### src/rtl/gpu_fill_engine.sv
// Fill engine: turns one latched constant-colour fill command into a series of
// SDRAM write bursts, tracking protocol violations from the write-port controller.
module gpu_fill_engine #(
  parameter int H_RES     = 1024,
  parameter int ADDR_W    = 24,
  parameter int BASE_ADDR = 0,
  parameter int MAX_BURST = 256
) (
  input  logic              clk,
  input  logic              rstn,
  input  logic [15:0]       x_pos,
  input  logic [15:0]       y_pos,
  input  logic [23:0]       pixel,
  input  logic [23:0]       len,
  input  logic              enable,
  input  logic [8:0]        sys_wr_len,
  input  logic              init_done,
  output logic              busy,
  output logic              sys_vaild,
  output logic              wr_req,
  output logic [ADDR_W-1:0] wr_addr,
  output logic [8:0]        wr_len,
  input  logic              wr_ack,
  input  logic              wr_data_rd,
  output logic [15:0]       wr_data,
  input  logic              wr_done,
  output logic              err
);

  localparam logic [2:0] S_IDLE   = 3'd0;
  localparam logic [2:0] S_REQ    = 3'd1;
  localparam logic [2:0] S_DATA   = 3'd2;
  localparam logic [2:0] S_WAIT   = 3'd3;
  localparam logic [2:0] S_FINISH = 3'd4;

  logic [2:0]        r_state;
  logic              r_busy;
  logic              r_wr_req;
  logic [ADDR_W-1:0] r_wr_addr;
  logic [8:0]        r_wr_len;
  logic [15:0]       r_wr_data;
  logic              r_err;
  logic [23:0]       r_remaining;
  logic [8:0]        r_beat;
  logic [8:0]        r_swl;

  logic              w_accept;
  logic              w_proto_err;
  logic              w_last_beat;
  logic [ADDR_W-1:0] w_start_addr;
  logic [23:0]       w_rem_after;

  // Burst size: remaining words, limited by the requested length (0 treated as 1) and MAX_BURST.
  function automatic logic [8:0] burst_len(input logic [23:0] rem, input logic [8:0] req);
    logic [23:0] cap;
    cap = (req == 9'd0) ? 24'd1 : {15'd0, req};
    cap = (cap > 24'(MAX_BURST)) ? 24'(MAX_BURST) : cap;
    cap = (rem < cap) ? rem : cap;
    return cap[8:0];
  endfunction

  // Command accept, start address, post-burst remaining count and protocol checks.
  always_comb begin
    w_accept     = (r_state == S_IDLE) && enable && init_done;
    w_start_addr = ADDR_W'(BASE_ADDR) + ADDR_W'(y_pos) * ADDR_W'(H_RES) + ADDR_W'(x_pos);
    w_rem_after  = r_remaining - {15'd0, r_wr_len};
    w_last_beat  = (r_beat + 9'd1) == r_wr_len;
    w_proto_err  = (wr_data_rd && (r_state != S_DATA)) ||
                   (wr_done && (r_state != S_WAIT)) ||
                   (wr_ack && !r_wr_req);
  end

  // Main sequencer: accept, request, count beats, await commit, hold in FINISH until enable drops.
  always_ff @(posedge clk or negedge rstn) begin
    if (!rstn) begin
      r_state     <= S_IDLE;
      r_busy      <= 1'b0;
      r_wr_req    <= 1'b0;
      r_wr_addr   <= '0;
      r_wr_len    <= 9'd0;
      r_wr_data   <= 16'd0;
      r_err       <= 1'b0;
      r_remaining <= 24'd0;
      r_beat      <= 9'd0;
      r_swl       <= 9'd0;
    end else begin
      r_err <= w_accept ? 1'b0 : (r_err | w_proto_err);
      case (r_state)
        S_IDLE: begin
          if (w_accept) begin
            r_wr_data   <= {pixel[23:19], pixel[15:10], pixel[7:3]};
            r_swl       <= sys_wr_len;
            r_wr_addr   <= w_start_addr;
            r_remaining <= len;
            r_busy      <= 1'b1;
            r_beat      <= 9'd0;
            if (len == 24'd0) begin
              r_state <= S_FINISH;
            end else begin
              r_state  <= S_REQ;
              r_wr_req <= 1'b1;
              r_wr_len <= burst_len(len, sys_wr_len);
            end
          end
        end
        S_REQ: begin
          if (wr_ack) begin
            r_wr_req <= 1'b0;
            r_beat   <= 9'd0;
            r_state  <= S_DATA;
          end
        end
        S_DATA: begin
          if (wr_data_rd) begin
            if (w_last_beat) begin
              r_beat  <= 9'd0;
              r_state <= S_WAIT;
            end else begin
              r_beat <= r_beat + 9'd1;
            end
          end
        end
        S_WAIT: begin
          if (wr_done) begin
            r_wr_addr   <= r_wr_addr + ADDR_W'(r_wr_len);
            r_remaining <= w_rem_after;
            if (w_rem_after == 24'd0) begin
              r_busy  <= 1'b0;
              r_state <= S_FINISH;
            end else begin
              r_wr_req <= 1'b1;
              r_wr_len <= burst_len(w_rem_after, r_swl);
              r_state  <= S_REQ;
            end
          end
        end
        S_FINISH: begin
          // busy drops here for zero-length commands; enable must fall before re-arming.
          r_busy <= 1'b0;
          if (!enable) begin
            r_state <= S_IDLE;
          end
        end
        default: begin
          r_state  <= S_IDLE;
          r_busy   <= 1'b0;
          r_wr_req <= 1'b0;
        end
      endcase
    end
  end

  assign busy      = r_busy;
  assign sys_vaild = init_done && (r_state == S_IDLE);
  assign wr_req    = r_wr_req;
  assign wr_addr   = r_wr_addr;
  assign wr_len    = r_wr_len;
  assign wr_data   = r_wr_data;
  assign err       = r_err;

endmodule

### config.mk
export PLATFORM = sky130hd
export DESIGN_NAME = gpu_fill_engine
export DESIGN_NICKNAME = d
export VERILOG_FILES = /design/src/rtl/gpu_fill_engine.sv
export SDC_FILE = /design/constraint.sdc
export NUM_CORES = 1
export LEC_CHECK = 0
export BUFFER_PORTS_ARGS = -buffer_cell sky130_fd_sc_hd__buf_2
export CAP_MARGIN = 10
export CORE_MARGIN = 2
export CORE_UTILIZATION = 35
export DETAILED_ROUTE_END_ITERATION = 8
export PLACE_DENSITY = 0.53
export SETUP_SLACK_MARGIN = 0.2
export SYNTH_ARGS = -nofsm -noshare
export SYNTH_HDL_FRONTEND = slang
export SYNTH_SLANG_ARGS = --single-unit
### constraint.sdc
create_clock -name clk -period 9.75 [get_ports clk]
set_clock_uncertainty 0.1 [all_clocks]
set_input_delay 1.95 -clock clk [delete_from_list [all_inputs] [get_ports clk]]
set_output_delay 1.95 -clock clk [all_outputs]
set_load 0.01 [all_outputs]
==> flow_metrics.py <==
metrics = {
    "outcome": {
        "status": "complete, no violations",
    },
    "routing": {
        "num_vias": 6828,
        "drt_iter0_markers": 430,
        "remaining_antenna_violation_count": 0,
        "final_wirelength_mm": 22.4,
        "post-route-drc-count": 0,
        "avgViaCountPerCell": 5.30,
        "wl_per_cell_um": 17.4,
        "detail_route.first_pass.iterations": 5,
    },
    "placement": {
        "place_hpwl_mm": 16.5,
        "place_congestion": 0.869,
        "pre_cts_ws_ns": 5.04,
        "place.port_buffers": 138,
    },
    "final_layout": {
        "final_net_count": 1153,
        "antenna_cells_inserted": 0,
        "area_growth_syn_to_layout_pct": 15.9,
        "final_layout_size_suffix_gt1_share_pct": 19.8,
    },
    "run": {
        "number_of_maximum_capacitance_violations": 0,
    },
    "power_and_ir_drop": {
        "ir_drop_mv": 0.169,
        "pwr_density_cell_nw_per_um2": 335,
        "total_leakage_power_nw": 3.91,
    },
    "sta": {
        "rsz0062_at_grt": "false",
        "final.setup.tns_ns": 0,
        "hold_viol": 0,
        "slew-limit-headroom_pct": 30.9,
        "finalWorstSetupSlack_ns": 5.16,
        "post-route-period-util_pct": 47.1,
        "tightestPinTransition_ns": 1.03,
        "min_clock_period_post_route_ns": 4.59,
        "achievable-frequency_ghz": 0.218,
        "setup_viol_count_final": 0,
        "timing.hold.ws_ns": 0.370,
        "final_max_slew_viol_count": 0,
    },
    "hold_path": {
        "worstHoldPathType": "reg2reg",
        "min_from": "wr_data[11]$_DFFE_PN0P_",
        "min_delay_path_depth": 2,
        "timing.hold.worst_endpoint": "wr_data[11]$_DFFE_PN0P_",
    },
    "global_routing": {
        "vias_in_the_first_global_route": 6548,
        "grt_usage_pct": 20.4,
        "grt_antenna_before_repair": 0,
        "grt_max_degree": 57,
        "wire_length_of_the_first_global_routing_pass_mm": 35.8,
        "grt.overflow.total": 0,
    },
    "setup_path": {
        "reg2reg_to": "wr_len[3]$_DFFE_PN0P_",
        "crit_type": "in2out",
        "timing.critical_path.required_ns": 7.70,
        "r2r_setup_slack_ns": 5.24,
        "critPathCaptureType": "primary output",
        "worstSetupStartpointType": "input port",
        "cells_on_worst_reg2reg_path": 12,
        "worstPathMaxFanout": 3,
        "critPathArrivalTime_ns": 2.54,
        "startpoint": "init_done",
        "r2r_start": "wr_len[0]$_DFFE_PN0P_",
    },
    "floorplan": {
        "die-height_um": 149,
        "die-area_um2": 22100,
        "core_um2": 20400,
        "die-width_um": 149,
        "initial_core_utilization_pct": 35.9,
        "top_level_ports": 149,
        "num_rows": 52,
    },
    "clock_network": {
        "clock_latency_ns": 0.36,
        "cts_root_buffer": "clkbuf_16",
        "clkTransAtPathRegs_ns": 0.08,
        "post_cts_repair_setup_buffers": 0,
        "cts_sinks": 97,
        "post_cts_hold_buffer_count": 0,
        "cts_tree": "done",
        "cts_resized": 0,
        "ctsHtreeMaxLevel": 3,
        "tritoncts.num_buffers": 9,
        "cts_buffer_depth": 2,
    },
    "synth": {
        "synth_area_leaders": "dfrtp_1, nand2_1, ha_1",
        "dominantRegCellSynth": "dfrtp_1",
        "postSynth.asyncResetShare_pct": 100,
        "portion_of_the_post_synthesis_area_used_by_sequential_elements_pct": 33.1,
        "synth_area_um2": 7330,
        "ys.warnings.count": 0,
        "synth.net_count": 1044,
        "yosys.cell_types.count": 86,
        "syn-instance-count": 904,
        "synthesis.area_per_instance_um2": 8.11,
        "synth_top_area_cell": "dfrtp_1",
        "total_of_flip_flops_plus_latches_after_synthesis": 97,
        "synth_largest_type_area_fraction_pct": 33.1,
        "count_of_flip_flops_with_a_built_in_enable_after_synthesis": 0,
    },
}
[stage by stage]
stage / area (um2) / power [mW] / utilization, % / instances
finish: 8500 / 2.84 / 41.6 / 1288
global route: 8500 / 3.10 / 41.6 / 1288
CTS: 8500 / 2.85 / 41.6 / 1288
detailed placement: 8190 / 2.45 / 40.1 / 1272
global placement: 8190 / 2.44 / 40.1 / 1272
floorplan: 7330 / 1.97 / - / 904
[worst max path at each step]
stage,to,slack [ns]
floorplan,sys_vaild,5.35
global placement,r_beat[8]$_DFFE_PN0P_,5.12
detailed placement,r_beat[8]$_DFFE_PN0P_,5.04
CTS,sys_vaild,5.17
global route,wr_len[1]$_DFFE_PN0P_,5.04
finish,sys_vaild,5.16
[cell type report]
class,count,area [um2]
multi-input combinational,717,4520
tap,270,338
clock inverter,6,76.3
clock buffer,10,229
timing repair buffer,145,746
inverter,43,161
sequential,97,2430
fill,2132,11900
[synth_stat cells, drive strengths merged, types with 9 or more instances]
library cell  number
buf               16
a31oi             11
xor2              13
nor2b             13
and2               9
inv               41
mux2i             12
nand3             28
nand4              9
o21ai             65
a311oi            11
clkbuf            31
a21o              10
and3              12
a21oi             60
xnor2             19
dfrtp             97
nor2              82
ha                41
nand2            162
a211oi            11
nor3              32
[sequential cells by signal, summed over array words and instances (netlist names)]
| signal | flops |
|---|---|
| busy | 1 |
| err | 1 |
| r_beat | 9 |
| r_remaining | 24 |
| r_state | 3 |
| r_swl | 9 |
| wr_addr | 24 |
| wr_data | 16 |
| wr_len | 9 |
| wr_req | 1 |
[power by group]
| group | total, mW | leakage (nW) | internal [mW] | switching (mW) |
|---|---|---|---|---|
| sequential | 0.775 | 1.18 | 0.574 | 0.202 |
| combinational | 1.69 | 2.59 | 0.638 | 1.05 |
| clock | 0.382 | 0.143 | 0.204 | 0.178 |
[layer usage]
metal	global-route usage (%)	vias to the layer above	part of all wire (%)
met5	0	-	0
met4	5.81	0	2.2
met3	3.27	26	4.1
met2	31.3	152	45
met1	29.8	3201	49
li1	-	3449	-
[logic make-up after synthesis]
family,count (synthesis),share of synthesized area (%)
compound gates,238,22.3
xor+xnor,32,3.82
fa+ha+maj,44,7.81
buf+inv,90,5.37
flops,97,33.1
mux,18,2.71
simple gates,385,24.9
[worst max-delay path, cell delays in order]
cell and delay, ns:
buf_2 0.07, nor3b_1 0.31, buf_2 0.20
[cell usage in the layout, fill, tap and decap left out, types with 4 or more instances in the layout]
master,n
a31oi_1,10
or3_1,4
nand2_1,159
a311oi_1,11
o221ai_2,8
buf_4,8
and2_1,8
nor3_1,29
o21ai_0,55
xnor2_1,19
o21a_1,4
o22ai_1,6
clkbuf_16,9
o31ai_1,5
nor4_1,8
inv_1,41
nor2b_1,13
buf_2,137
mux2i_1,12
o211ai_1,5
o21bai_1,4
a21oi_1,60
and3_1,11
a211oi_1,10
o21ai_1,8
xor2_1,13
dfrtp_1,97
a21o_1,10
nand3_1,27
nand2b_1,8
a22oi_1,7
ha_1,41
nand4_1,9
nor2_1,80
Note: power is estimated with default switching activity, not from simulation.
